--- config.mk ---
export PLATFORM = sky130hd
export DESIGN_NAME = sdspi_burst
export DESIGN_NICKNAME = d
export VERILOG_FILES = /design/src/rtl/sdspi_burst.sv
export SDC_FILE = /design/constraint.sdc
export NUM_CORES = 1
export LEC_CHECK = 0
export ABC_AREA = 1
export CAP_MARGIN = 20
export CORE_AREA = 2 2 79 81
export DETAILED_ROUTE_END_ITERATION = 8
export DIE_AREA = 0 0 81 83
export PLACE_DENSITY_LB_ADDON = 0.3
export SKIP_LAST_GASP = 1
export SLEW_MARGIN = 20
export SYNTH_ARGS = -nofsm -noshare
export SYNTH_HDL_FRONTEND = slang
export SYNTH_SLANG_ARGS = --single-unit
--- constraint.sdc ---
create_clock -name clk -period 3.9 [get_ports clk]
set_input_delay 0.78 -clock clk [delete_from_list [all_inputs] [get_ports clk]]
set_output_delay 0.78 -clock clk [all_outputs]
set_load 0.02 [all_outputs]
--- src/rtl/sdspi_burst.sv ---
// SPI master that runs multi-byte bursts with a selectable mode and SCLK divider.
// Commands are taken only while idle, except ABORT, which cuts a running burst short.
module sdspi_burst #(
    parameter int               DIV_W    = 10,
    parameter logic [DIV_W-1:0] SLOW_DIV = 10'd62,
    parameter logic [DIV_W-1:0] FAST_DIV = 10'd1,
    parameter int               NCS      = 1,
    parameter int               LEN_W    = 10,
    localparam int              CSW      = (NCS > 1) ? $clog2(NCS) : 1
) (
    input  logic             clk,
    input  logic             rst,
    input  logic [2:0]       cmd,
    input  logic             cmd_valid,
    input  logic [CSW-1:0]   cs_sel,
    input  logic [1:0]       mode,
    input  logic [LEN_W-1:0] xfer_len,
    input  logic [7:0]       tx_data,
    input  logic             tx_valid,
    output logic             tx_ready,
    output logic [7:0]       rx_data,
    output logic             rx_valid,
    output logic             busy,
    output logic             done,
    output logic             spi_sclk,
    output logic             spi_mosi,
    input  logic             spi_miso,
    output logic [NCS-1:0]   spi_cs_n
);

    localparam logic [2:0] CMD_CSL   = 3'd1;
    localparam logic [2:0] CMD_CSH   = 3'd2;
    localparam logic [2:0] CMD_FAST  = 3'd3;
    localparam logic [2:0] CMD_SLOW  = 3'd4;
    localparam logic [2:0] CMD_XFER  = 3'd5;
    localparam logic [2:0] CMD_ABORT = 3'd6;

    localparam logic [2:0] IDLE  = 3'd0;
    localparam logic [2:0] LOAD  = 3'd1;
    localparam logic [2:0] LEAD  = 3'd2;
    localparam logic [2:0] TRAIL = 3'd3;
    localparam logic [2:0] GUARD = 3'd4;

    logic [2:0]       state;
    logic [DIV_W-1:0] divReg;
    logic [DIV_W:0]   cnt;
    logic [2:0]       bitCnt;
    logic [LEN_W-1:0] remLen;
    logic [1:0]       modeReg;
    logic [7:0]       txShift;
    logic [7:0]       rxShift;
    logic [7:0]       rxByte;
    logic             cpol;
    logic             cpha;
    logic             halfEnd;
    logic             guardEnd;
    logic             abortReq;
    logic             sampleNow;

    always_comb begin
        cpol      = modeReg[1];
        cpha      = modeReg[0];
        halfEnd   = (cnt == {1'b0, divReg});
        guardEnd  = (cnt == {divReg, 1'b1});
        abortReq  = cmd_valid && (cmd == CMD_ABORT) && (state != IDLE);
        // One edge per bit both samples MISO and advances MOSI; which edge depends on CPHA.
        sampleNow = halfEnd && (cpha ? (state == TRAIL) : (state == LEAD));
        rxByte    = cpha ? {rxShift[6:0], spi_miso} : rxShift;
    end

    always_comb begin
        busy     = (state != IDLE);
        tx_ready = (state == LOAD) && tx_valid && !abortReq;
        spi_sclk = (state == LEAD) ? ~cpol : cpol;
        spi_mosi = 1'b1;
        if ((state == LEAD) || (state == TRAIL)) begin
            spi_mosi = txShift[7];
        end else if ((state == LOAD) && !cpha && tx_valid) begin
            spi_mosi = tx_data[7];
        end
    end

    always_ff @(posedge clk) begin
        if (state == LOAD) begin
            txShift <= tx_valid ? tx_data : 8'hFF;
        end else if (sampleNow) begin
            txShift <= {txShift[6:0], 1'b1};
        end
        if (sampleNow) begin
            rxShift <= {rxShift[6:0], spi_miso};
        end
    end

    always_ff @(posedge clk or posedge rst) begin
        if (rst) begin
            state    <= IDLE;
            divReg   <= SLOW_DIV;
            cnt      <= '0;
            bitCnt   <= '0;
            remLen   <= '0;
            modeReg  <= 2'b00;
            spi_cs_n <= '1;
            rx_data  <= 8'hFF;
            rx_valid <= 1'b0;
            done     <= 1'b0;
        end else begin
            rx_valid <= 1'b0;
            done     <= 1'b0;
            if (abortReq) begin
                state <= IDLE;
            end else begin
                case (state)
                    IDLE: begin
                        if (cmd_valid) begin
                            case (cmd)
                                CMD_CSL, CMD_CSH: begin
                                    for (int i = 0; i < NCS; i++) begin
                                        if (32'(cs_sel) == i) spi_cs_n[i] <= (cmd == CMD_CSH);
                                    end
                                end
                                CMD_FAST: divReg <= FAST_DIV;
                                CMD_SLOW: divReg <= SLOW_DIV;
                                CMD_XFER: begin
                                    modeReg <= mode;
                                    remLen  <= xfer_len;
                                    state   <= LOAD;
                                end
                                default: ;
                            endcase
                        end
                    end
                    LOAD: begin
                        cnt    <= '0;
                        bitCnt <= '0;
                        state  <= LEAD;
                    end
                    LEAD: begin
                        if (halfEnd) begin
                            cnt   <= '0;
                            state <= TRAIL;
                        end else begin
                            cnt <= cnt + 1'b1;
                        end
                    end
                    TRAIL: begin
                        if (halfEnd) begin
                            cnt    <= '0;
                            bitCnt <= bitCnt + 3'd1;
                            if (bitCnt == 3'd7) begin
                                rx_data  <= rxByte;
                                rx_valid <= 1'b1;
                                if (remLen == '0) begin
                                    state <= GUARD;
                                end else begin
                                    remLen <= remLen - 1'b1;
                                    state  <= LOAD;
                                end
                            end else begin
                                state <= LEAD;
                            end
                        end else begin
                            cnt <= cnt + 1'b1;
                        end
                    end
                    GUARD: begin
                        if (guardEnd) begin
                            cnt   <= '0;
                            done  <= 1'b1;
                            state <= IDLE;
                        end else begin
                            cnt <= cnt + 1'b1;
                        end
                    end
                    default: state <= IDLE;
                endcase
            end
        end
    end

endmodule

Word level (Yosys, flattened, before mapping)
Index checks and enable logic that the tools add are counted.
Storage, ports and cells
  memory bits (read-only): 0
  bits in latches: 0
  bits of input ports: 29
  register bits after elaboration: 66
  memory bits (writable): 0
  memories kept: 0
Operators by class
  div/mod/pow operators: 0
  multiplexer cells: 36
  bitwise logic cells: 3
  shift operators: 0
  add/sub/neg operators: 3
  reduce and logical (&&, ||, !) cells: 28
  order comparisons: 0
  equality and inequality tests: 23
  multiply operators: 0
Operators by type and width (count)
  $mux 10: 5
  $pmux 10 s2: 2
  $pmux 11 s3: 1
  $mux 8: 4
  $mux 3: 9
  $mux 11: 2
  $eq 3x3->1 const B: 5
  $pmux 3 s5: 1
  $eq 3x2->1 const B: 4
  $ne 3x3->1 const B: 4
  $reduce_and 4->1: 3
  $add 11x1->11 const B: 1
  $eq 11x10->1: 1
  $eq 11x11->1: 1
  $mux 1: 11
  $logic_not 10->1: 1
  $reduce_and 5->1: 2
  $sub 10x1->10 const B: 1
  $reduce_bool 2->1: 4
  $logic_and 1x1->1: 7
  $reduce_and 7->1: 1
  $eq 3x1->1 const B: 2
  $ne 2x2->1 const B: 3
  $pmux 3 s2: 1
  other kinds (11): 17

Depth between registers and ports, before layout
Gate-level depths: netlist (run 1).
  depth in word-level cells: 6
  mapped depth: 11
  depth with buffers taken out: 10

Worst setup path after synthesis (run 1)
Ideal clock, no wire load.
  kind: input-to-output
  start point: input cmd[0]
  end point: output tx_ready
  buffers on the path: 1
  cell stages on the path: 7
  path slack: 1.712 ns
  data arrival time: 1.408 ns
  path through: inv_1 -> nand3_1 -> nor2_1 -> nand2_1 -> buf_6 -> nand2_1 -> inv_1
On the way
  word-level cells in the longest chain between the ends: 5
RTL lines
  start, declared: line 13  | input logic [2:0] cmd,
  $eq 3x3->1: line 65  | abortReq = cmd_valid && (cmd == CMD_ABORT) && (state != IDLE);
  $logic_and 1x1->1 (2 in a row): line 65
  $logic_not 1->1: line 73  | tx_ready = (state == LOAD) && tx_valid && !abortReq;
  $logic_and 1x1->1: line 73
  end, declared: line 20  | output logic tx_ready,
No other way between the ends.

Worst setup path in the final report (run 1)
Same ends and word-level chain as after synthesis.

==> results of run 1 <==
[sequential cells by signal, summed over array words and instances (netlist names)]
signal / flops
spi_cs_n: 1
divReg: 2
rx_valid: 1
bitCnt: 3
remLen: 10
rxShift: 8
done: 1
modeReg: 2
cnt: 11
rx_data: 8
state: 3
txShift: 8
[cell usage after synthesis]
cell	instances	share of area, %
inv_2	3	0.33
mux2_2	1	0.33
nor2_4	3	1.0
clkinv_1	1	0.11
nor4_1	2	0.37
ha_1	4	1.5
nand2_1	133	15
o21ai_0	31	4.6
clkbuf_1	5	0.55
o21a_1	1	0.22
o31ai_1	1	0.22
nor2_2	1	0.18
a31o_2	1	0.26
nand4_1	8	1.5
dfrtp_1	32	24
mux2i_1	8	2.4
nor3_1	7	1.0
o21ai_1	1	0.15
nand3_1	37	5.5
xor2_1	3	0.77
a21oi_1	7	1.0
buf_6	2	0.66
buf_2	2	0.29
nor2_1	45	5.0
nand3_4	2	1.0
nand2_2	5	0.92
nand3_2	2	0.59
o2111ai_1	1	0.26
edfxtp_1	16	14
inv_1	54	6.0
dfstp_2	10	7.7
nand3b_1	3	0.66
buf_4	1	0.22
o21ai_2	8	2.1
o211ai_1	1	0.22
[final cells by class]
cell class / count / share of cell area (%)
Sequential cell: 58 / 37.4
Inverter: 58 / 5.28
Clock inverter: 6 / 2.31
Tap cell: 75 / 2.27
Clock buffer: 10 / 3.61
Timing Repair Buffer: 46 / 11.0
Multi-Input combinational cell: 316 / 38.1
[worst max-delay path, cell delays in order]
cell and delay, ns:
clkdlybuf4s50_1 0.48, inv_1 0.12, nand3_1 0.10, nor2_1 0.19, nand2_1 0.13, nand2_1 0.08
inv_1 0.04, clkdlybuf4s50_1 0.52
[logic make-up after synthesis]
logic type / synth area share (%)
XOR/XNOR: 0.774
buffers and inverters: 8.15
AO/OA/AOI/OAI: 9.00
flip-flops: 45.5
adder cells (fa/ha/maj): 1.47
multiplexers: 2.69
AND/OR/NAND/NOR: 32.4
[routing by layer]
layer	global-route usage (%)	share of wire (%)	vias to the layer above
li1	-	-	1523
met1	30.0	43	1395
met4	9.55	2.7	0
met5	0	0	-
met2	42.1	49	77
met3	6.09	4.5	19
[final timing paths]
path,startpoint,end,slack [ns],cells past startpoint
max reg2reg,state[2],rxShift[3],1.21,7
min reg2reg,rxShift[4],rxShift[5],0.48,0
min in group asynchronous,rst,rx_valid,0.87,3
max in group asynchronous,rst,rx_data[7],2.66,3
min,rxShift[4],rxShift[5],0.48,0
max,cmd[0],tx_ready,0.69,8
[layout by cell type (no fill, tap or decap), types with 3 or more instances in the layout]
master | netlist | routed
edfxtp_1 | 16 | 16
nand2_2 | 5 | 5
clkdlybuf4s50_1 | 0 | 43
nor3_1 | 7 | 7
nand3_1 | 37 | 37
nand3b_1 | 3 | 3
a21oi_1 | 7 | 7
ha_1 | 4 | 4
nand2_1 | 133 | 133
o21ai_0 | 31 | 31
nand4_1 | 8 | 8
nor2_1 | 45 | 45
nor2_4 | 3 | 3
xor2_1 | 3 | 3
dfstp_2 | 10 | 10
clkbuf_8 | 0 | 9
buf_4 | 1 | 3
inv_1 | 54 | 54
o21ai_2 | 8 | 8
inv_2 | 3 | 3
dfrtp_1 | 32 | 32
mux2i_1 | 8 | 8
[metrics by stage]
stage | area, sq um | total power, uW | utilization, %
after floorplan | 3390 | 1740 | -
after global placement | 3880 | 1980 | 66.7
after detailed placement | 3880 | 2040 | 66.7
final | 4130 | 2720 | 70.9
after CTS | 4130 | 2720 | 70.9
after global routing | 4130 | 2920 | 70.9
[power groups by stage]
stage                     combinational [uW]  clock, uW  sequential, uW
after floorplan                          858          0             885
after global placement                  1050          0             934
after detailed placement                1090          0             944
after CTS                               1100        690             934
after global routing                    1250        723             955
final                                   1100        687             938
==> results, run 1 <==
- The maximum ir drop on the vdd rail is 0.000529 V.
- The flow ran to the end, and the final reports show no timing, DRC or antenna violations.
- The worst max-slew margin expressed relative to the limit is 52.4%.
- The post-route antenna net violation count is 0.
- Setup repair after global routing left no endpoint under its margin.
- The die is 81 microns wide.
- The number of vias per cell is 5.30.
- A synthesized cell averages 7.68 sq um.
- The area growth from synthesis to layout is 21.6%.
- The number of post-CTS setup repair buffers is 0.
- The non-filler instance count after layout is 569.
- The setup TNS is 0 ns.
- The first detailed-routing pass ran for 4 iterations.
- The cell internal power dissipation is 1580 uW.
- The routed layout has 3014 vias.
- The clock tree from TritonCTS is built.
- The placed cell count is 553.
- The total of max-cap violations is 0.
- The placeable core area is 5820 sq um.
- The DRC violations left is 0.
- The number of global-route vias before repair was 2939.
- The die footprint is 6720 sq um.
- The repair_antennas step left the layout with diodes totalling 0.
- Gates resized during post-CTS repair numbered 0.
- The arrival time at the worst endpoint is 2.43 ns.
- The average detailed-routed wire length per instance is 13.3 microns.
- The tightest min-delay check is of the reg -> reg type.
- The clock tree synthesis step divided the H-tree into 3 levels.
- Net switching is 41.9% of the power.
- The net count of the finished layout is 522.
- The total overflow reported by the global router is 0.
- The clock passes through at most 2 buffers.
- The quantity of I/O buffers inserted on ports is 43.
- The number of flip-flops and latches in the synthesized netlist is 58.
- Timing analysis after detailed placement gives a worst setup slack of 0.708 ns.
- The post-layout minimum cycle time is 3.21 ns.
- The area taken by flip-flops and latches is 1540 sq um.
- The total count of hold-check failures in the final report is 0.
- By startpoint and endpoint, the worst setup path is classified as in -> out.
- The footprint of the multi-input gates is 1570 sq um.
- At the worst endpoint, the required time is 3.12 ns.
- The violation count after the first detailed-route iteration is 193.
- The worst clock skew is 0.00802 ns.
- The number of antenna violations at the first check in global routing was 0.
- Based on the critical path, the design can be clocked at up to 311 MHz.
- Of the total power, combinational logic draws 40.4%.
- The number of placement rows is 28.
- The cell chosen for the clock root is clkbuf_8.
- The number of placed I/O pins is 44.
- The gate count of the mapped netlist is 442.
- The HPWL after detailed placement is 5.37 mm.
- The first global-routing pass estimated 13.1 mm of wire.
- In the global route stage, overall resource usage came out at 24.9%.
- The critical path capture point type is a primary output.
- When the netlist entered floorplanning its net count stood at 475.
- The height of the die is 83 microns.
- After synthesis the cells add up to 3390 sq um.
- The number of filler instances in the final layout is 465.
- The share of the Yosys chip area taken by registers is 45.5%.
- For this configuration, the core starts out at a cell density of 58.3%.
- The clock power share is 25.2%.
- The top fanout value on the critical path is 4.
- The final clock period utilization by the worst path is 82.4%.
- The slew at the pin closest to its max-slew limit is 0.711 ns.
- The leakage power is 0.00194 uW.
- The relative contribution of sequential cells to total power is 34.4%.
- The proportion of layout cells with a drive suffix above 1 is 11.1%.
- The max-slew violation total from the final report is 0.
- In the post-route analysis, the smallest setup slack over all paths is 0.685 ns.
- On the final layout, the worst hold slack is 0.476 ns.
- The maximum number of pins on one net before global-route repair is 43.
- The power per cell area is 660 nW/um^2.
- The setup violation total in the final timing report is 0.
- The number of buffers added to fix hold violations after cts is 0.
- The final routed wirelength across all metal layers is 7.60 mm.
- Clock-pin slew was measured on the worst setup and hold paths at 0.08 ns.
- At the later pin of the worst-skew pair, clock insertion delay measures 0.35 ns.
- For this design the total switching power over the nets is 1140 uW.
- Clock tree synthesis inserted a total of 9 buffers.
- STA classifies the critical path startpoint as an input pin.
- The number of distinct library cells after synthesis is 35.
- Routability-driven placement finished with a final weighted congestion of 0.908.
- The number of sinks driven by the clock tree is 58.
- The total of warnings raised by yosys is 0.
Note: power is estimated with default switching activity, not from simulation.
==> run 2, diff against run 1 <==
CORE_AREA = 2 2 81 83   (was 2 2 79 81)
DIE_AREA = 0 0 83 85   (was 0 0 81 83)
clock period = 3.35 ns   (was 3.9 ns; I/O delays follow)
==> run 2 against run 1 <==
  * Clock power is 7.6% higher
  * Worst hold slack worse by 0.0020 ns
  * Flip-flop and latch count stayed put
  * Combinational power is 16% higher
  * Largest power group unchanged
  * Largest cell class unchanged
  * Cell count is 0.70% higher
==> results, run 2 (synthesized netlist as in run 1, its figures left out) <==
- The violation count after the first detailed-route iteration is 129 (-33%).
- The total inserted antenna cells is 0 (unchanged).
- The maximum count of clock buffers along a single path is 2 (unchanged).
- The area growth from synthesis to layout is 21.6% (about the same).
- The post-route antenna net violation count is 0 (unchanged).
- The placed cell count is 557 (+0.72%).
- The wire length of the first global-routing pass was 12.5 mm (-4.5%).
- The maximum ir drop on the vdd rail was 0.000566 V (+7.0%).
- The max-slew violation total from the final report is 0 (unchanged).
- The number of placed I/O pins is 44 (unchanged).
- The critical path capture point type is a primary output.
- TritonCTS built the clock tree.
- The largest stage delay on the critical path is 0.56 ns (+0.04 ns).
- The path class of the tightest hold or removal check is reg -> reg.
- The worst path uses 90.7% of the clock period.
- The clock input transition at the sequential cells of the worst setup and hold paths is 0.07 ns (about the same).
- The overall die width is 83 microns (+2.5%).
- The number of placement rows is 29 (+3.6%).
- The power per cell area is 753 nW/um^2 (+14%).
- The arrival time at the worst endpoint was 2.37 ns (-0.06 ns).
- The worst max-slew margin expressed relative to the limit was 54.6% (+2.1 points).
- The total routing usage reported by global routing is 21.7% (-3.1 points).
- The total of max-cap violations came to 0 (unchanged).
- The height of the die was 85 microns (+2.4%).
- Counting flops per register, the top entry is cnt.
- The run finished with clean final reports.
- The startpoint kind of the worst setup timing path is an input pin.
- The cell sitting at the root of the clock tree is a clkbuf_8.
- The required time reported for the critical path endpoint came to 2.68 ns (-0.44 ns).
- The number of sinks driven by the clock tree came to 58 (unchanged).
- The total overflow reported by the global router came to 0 (unchanged).
- The most common library cell in the layout ignoring fill and taps is nand2_1.
- The worst clock skew is 0.00592 ns (-0.00211 ns).
- The latest clock arrival within the worst-skew pair came to 0.33 ns (-0.02 ns).
- The largest registers in the layout are cnt (11), remLen (10).
- The worst setup timing slack at the placement stage is 0.354 ns (-0.355 ns).
- The number of global-route vias before repair is 2864 (-2.6%).
- The placed wire-length estimate after detailed placement is 5.12 mm (-4.6%).
- The number of antenna violations at the first check in global routing is 0 (unchanged).
- The number of cells upsized or downsized after cts is 0 (unchanged).
- The total count of hold-check failures in the final report is 0 (unchanged).
- The placeable core area came to 6200 sq um (+6.7%).
- The largest individual stage delay along the critical path comes from the cell clkdlybuf4s50_1.
- The maximum level of the CTS H-tree is 3 (unchanged).
- The vias after detailed routing came to 2982 (-1.1%).
- The number of vias per cell is 5.20 (-1.8%).
- The initial standard-cell utilization of the core is 54.7% (-3.7 points).
- The number of post-CTS setup repair buffers is 0 (unchanged).
- The setup slack of the critical path after layout came to 0.312 ns (-0.373 ns).
- The leakage power came to 0.00194 uW (about the same).
- The critical setup path kind is in -> out.
- The CTS buffer count is 9 (unchanged).
- Setup repair after global routing left no endpoint under its margin.
- The proportion of layout cells with a drive suffix above 1 is 11.5% (+0.36 points).
- The weighted congestion at the end of routability-driven global placement is 0.837 (-7.9%).
- The setup TNS is 0 ns (unchanged).
- The quantity of I/O buffers inserted on ports is 43 (unchanged).
- The post-layout minimum cycle time is 3.04 ns.
- The die footprint is 7060 sq um (+4.9%).
- The setup violation total in the final timing report is 0 (unchanged).
- The slew at the pin closest to its max-slew limit is 0.679 ns (-0.0321 ns).
- The number of optimization iterations in the first detailed-route pass came to 4 (unchanged).
- The reg2reg setup slack came to 1.04 ns (-0.17 ns).
- The number of buffers added to fix hold violations after cts was 0 (unchanged).
- The net total in the final layout is 524 (+0.38%).
- Derived from the worst setup path, the maximum achievable clock frequency is 329 MHz.
- The top fanout value on the critical path is 5 (+1).
- The final routed wirelength across all metal layers was 7.15 mm (-5.9%).
- Traced cell by cell, the critical path runs through clkdlybuf4s50_1 > nand3_1 > nor2_1 > nand2_1 > nand2_1 > inv_1 > clkdlybuf4s50_1.
- The DRC violations left is 0 (unchanged).
- The flip-flop count of the largest register after layout is 11 (unchanged).
- The maximum number of pins on one net before global-route repair is 43 (unchanged).
- The average detailed-routed wire length per instance is 12.5 microns (-6.6%).
- The non-filler instance count after layout is 573 (+0.70%).
- The library cells used most frequently in the layout, excluding fill and tap cells, are nand2_1, inv_1, nor2_1.
-- run 2: critical path: cells and delay by family --
kind	cells	cell delay, ns
and+or+nand+nor	4	0.58
buffers and inverters	3	1.12
-- run 2: power breakdown --
group	switching (uW)	internal (uW)	leakage [uW]	total, uW
clock	299	440	0.000112	739
combinational	829	455	0.00116	1280
sequential	154	929	0.000668	1080
total	1280	1820	0.00194	3110
-- run 2: path summary, 6_finish.rpt --
| path | endpoint | depth (start not counted) | from |
|---|---|---|---|
| max reg2reg | rxShift[5] | 8 | state[2] |
| min reg2reg | rx_data[2] | 2 | rx_data[2] |
| min in group asynchronous | modeReg[1] | 3 | rst |
| min | rx_data[2] | 2 | rx_data[2] |
| max | tx_ready | 7 | cmd[2] |
| max in group asynchronous | spi_cs_n | 3 | rst |
-- run 2: layout make-up --
| class | count | area, sq um |
|---|---|---|
| fill | 541 | 2080 |
| multi-input combinational | 316 | 1570 |
| sequential | 58 | 1540 |
| timing repair buffer | 48 | 468 |
| inverter | 58 | 218 |
| clock buffer | 10 | 138 |
| tap | 77 | 96.3 |
| clock inverter | 6 | 90.1 |
-- run 2: layer usage --
layer	vias up	global-route usage [%]	share of wire [%]
met4	0	9.09	1.3
met2	48	36.7	50
met1	1390	27.5	45
li1	1536	-	-
met3	8	4.18	3.2
met5	-	0	0
-- run 2: metrics by stage --
stage	instance area, sq um	util, %	total power [uW]	hold slack, ns
floorplan	3390	-	2030	0.446
global placement	3900	62.8	2330	0.460
detailed placement	3900	62.8	2370	0.464
CTS	4130	66.5	3120	0.478
global route	4130	66.5	3360	0.490
finish	4130	66.5	3110	0.474
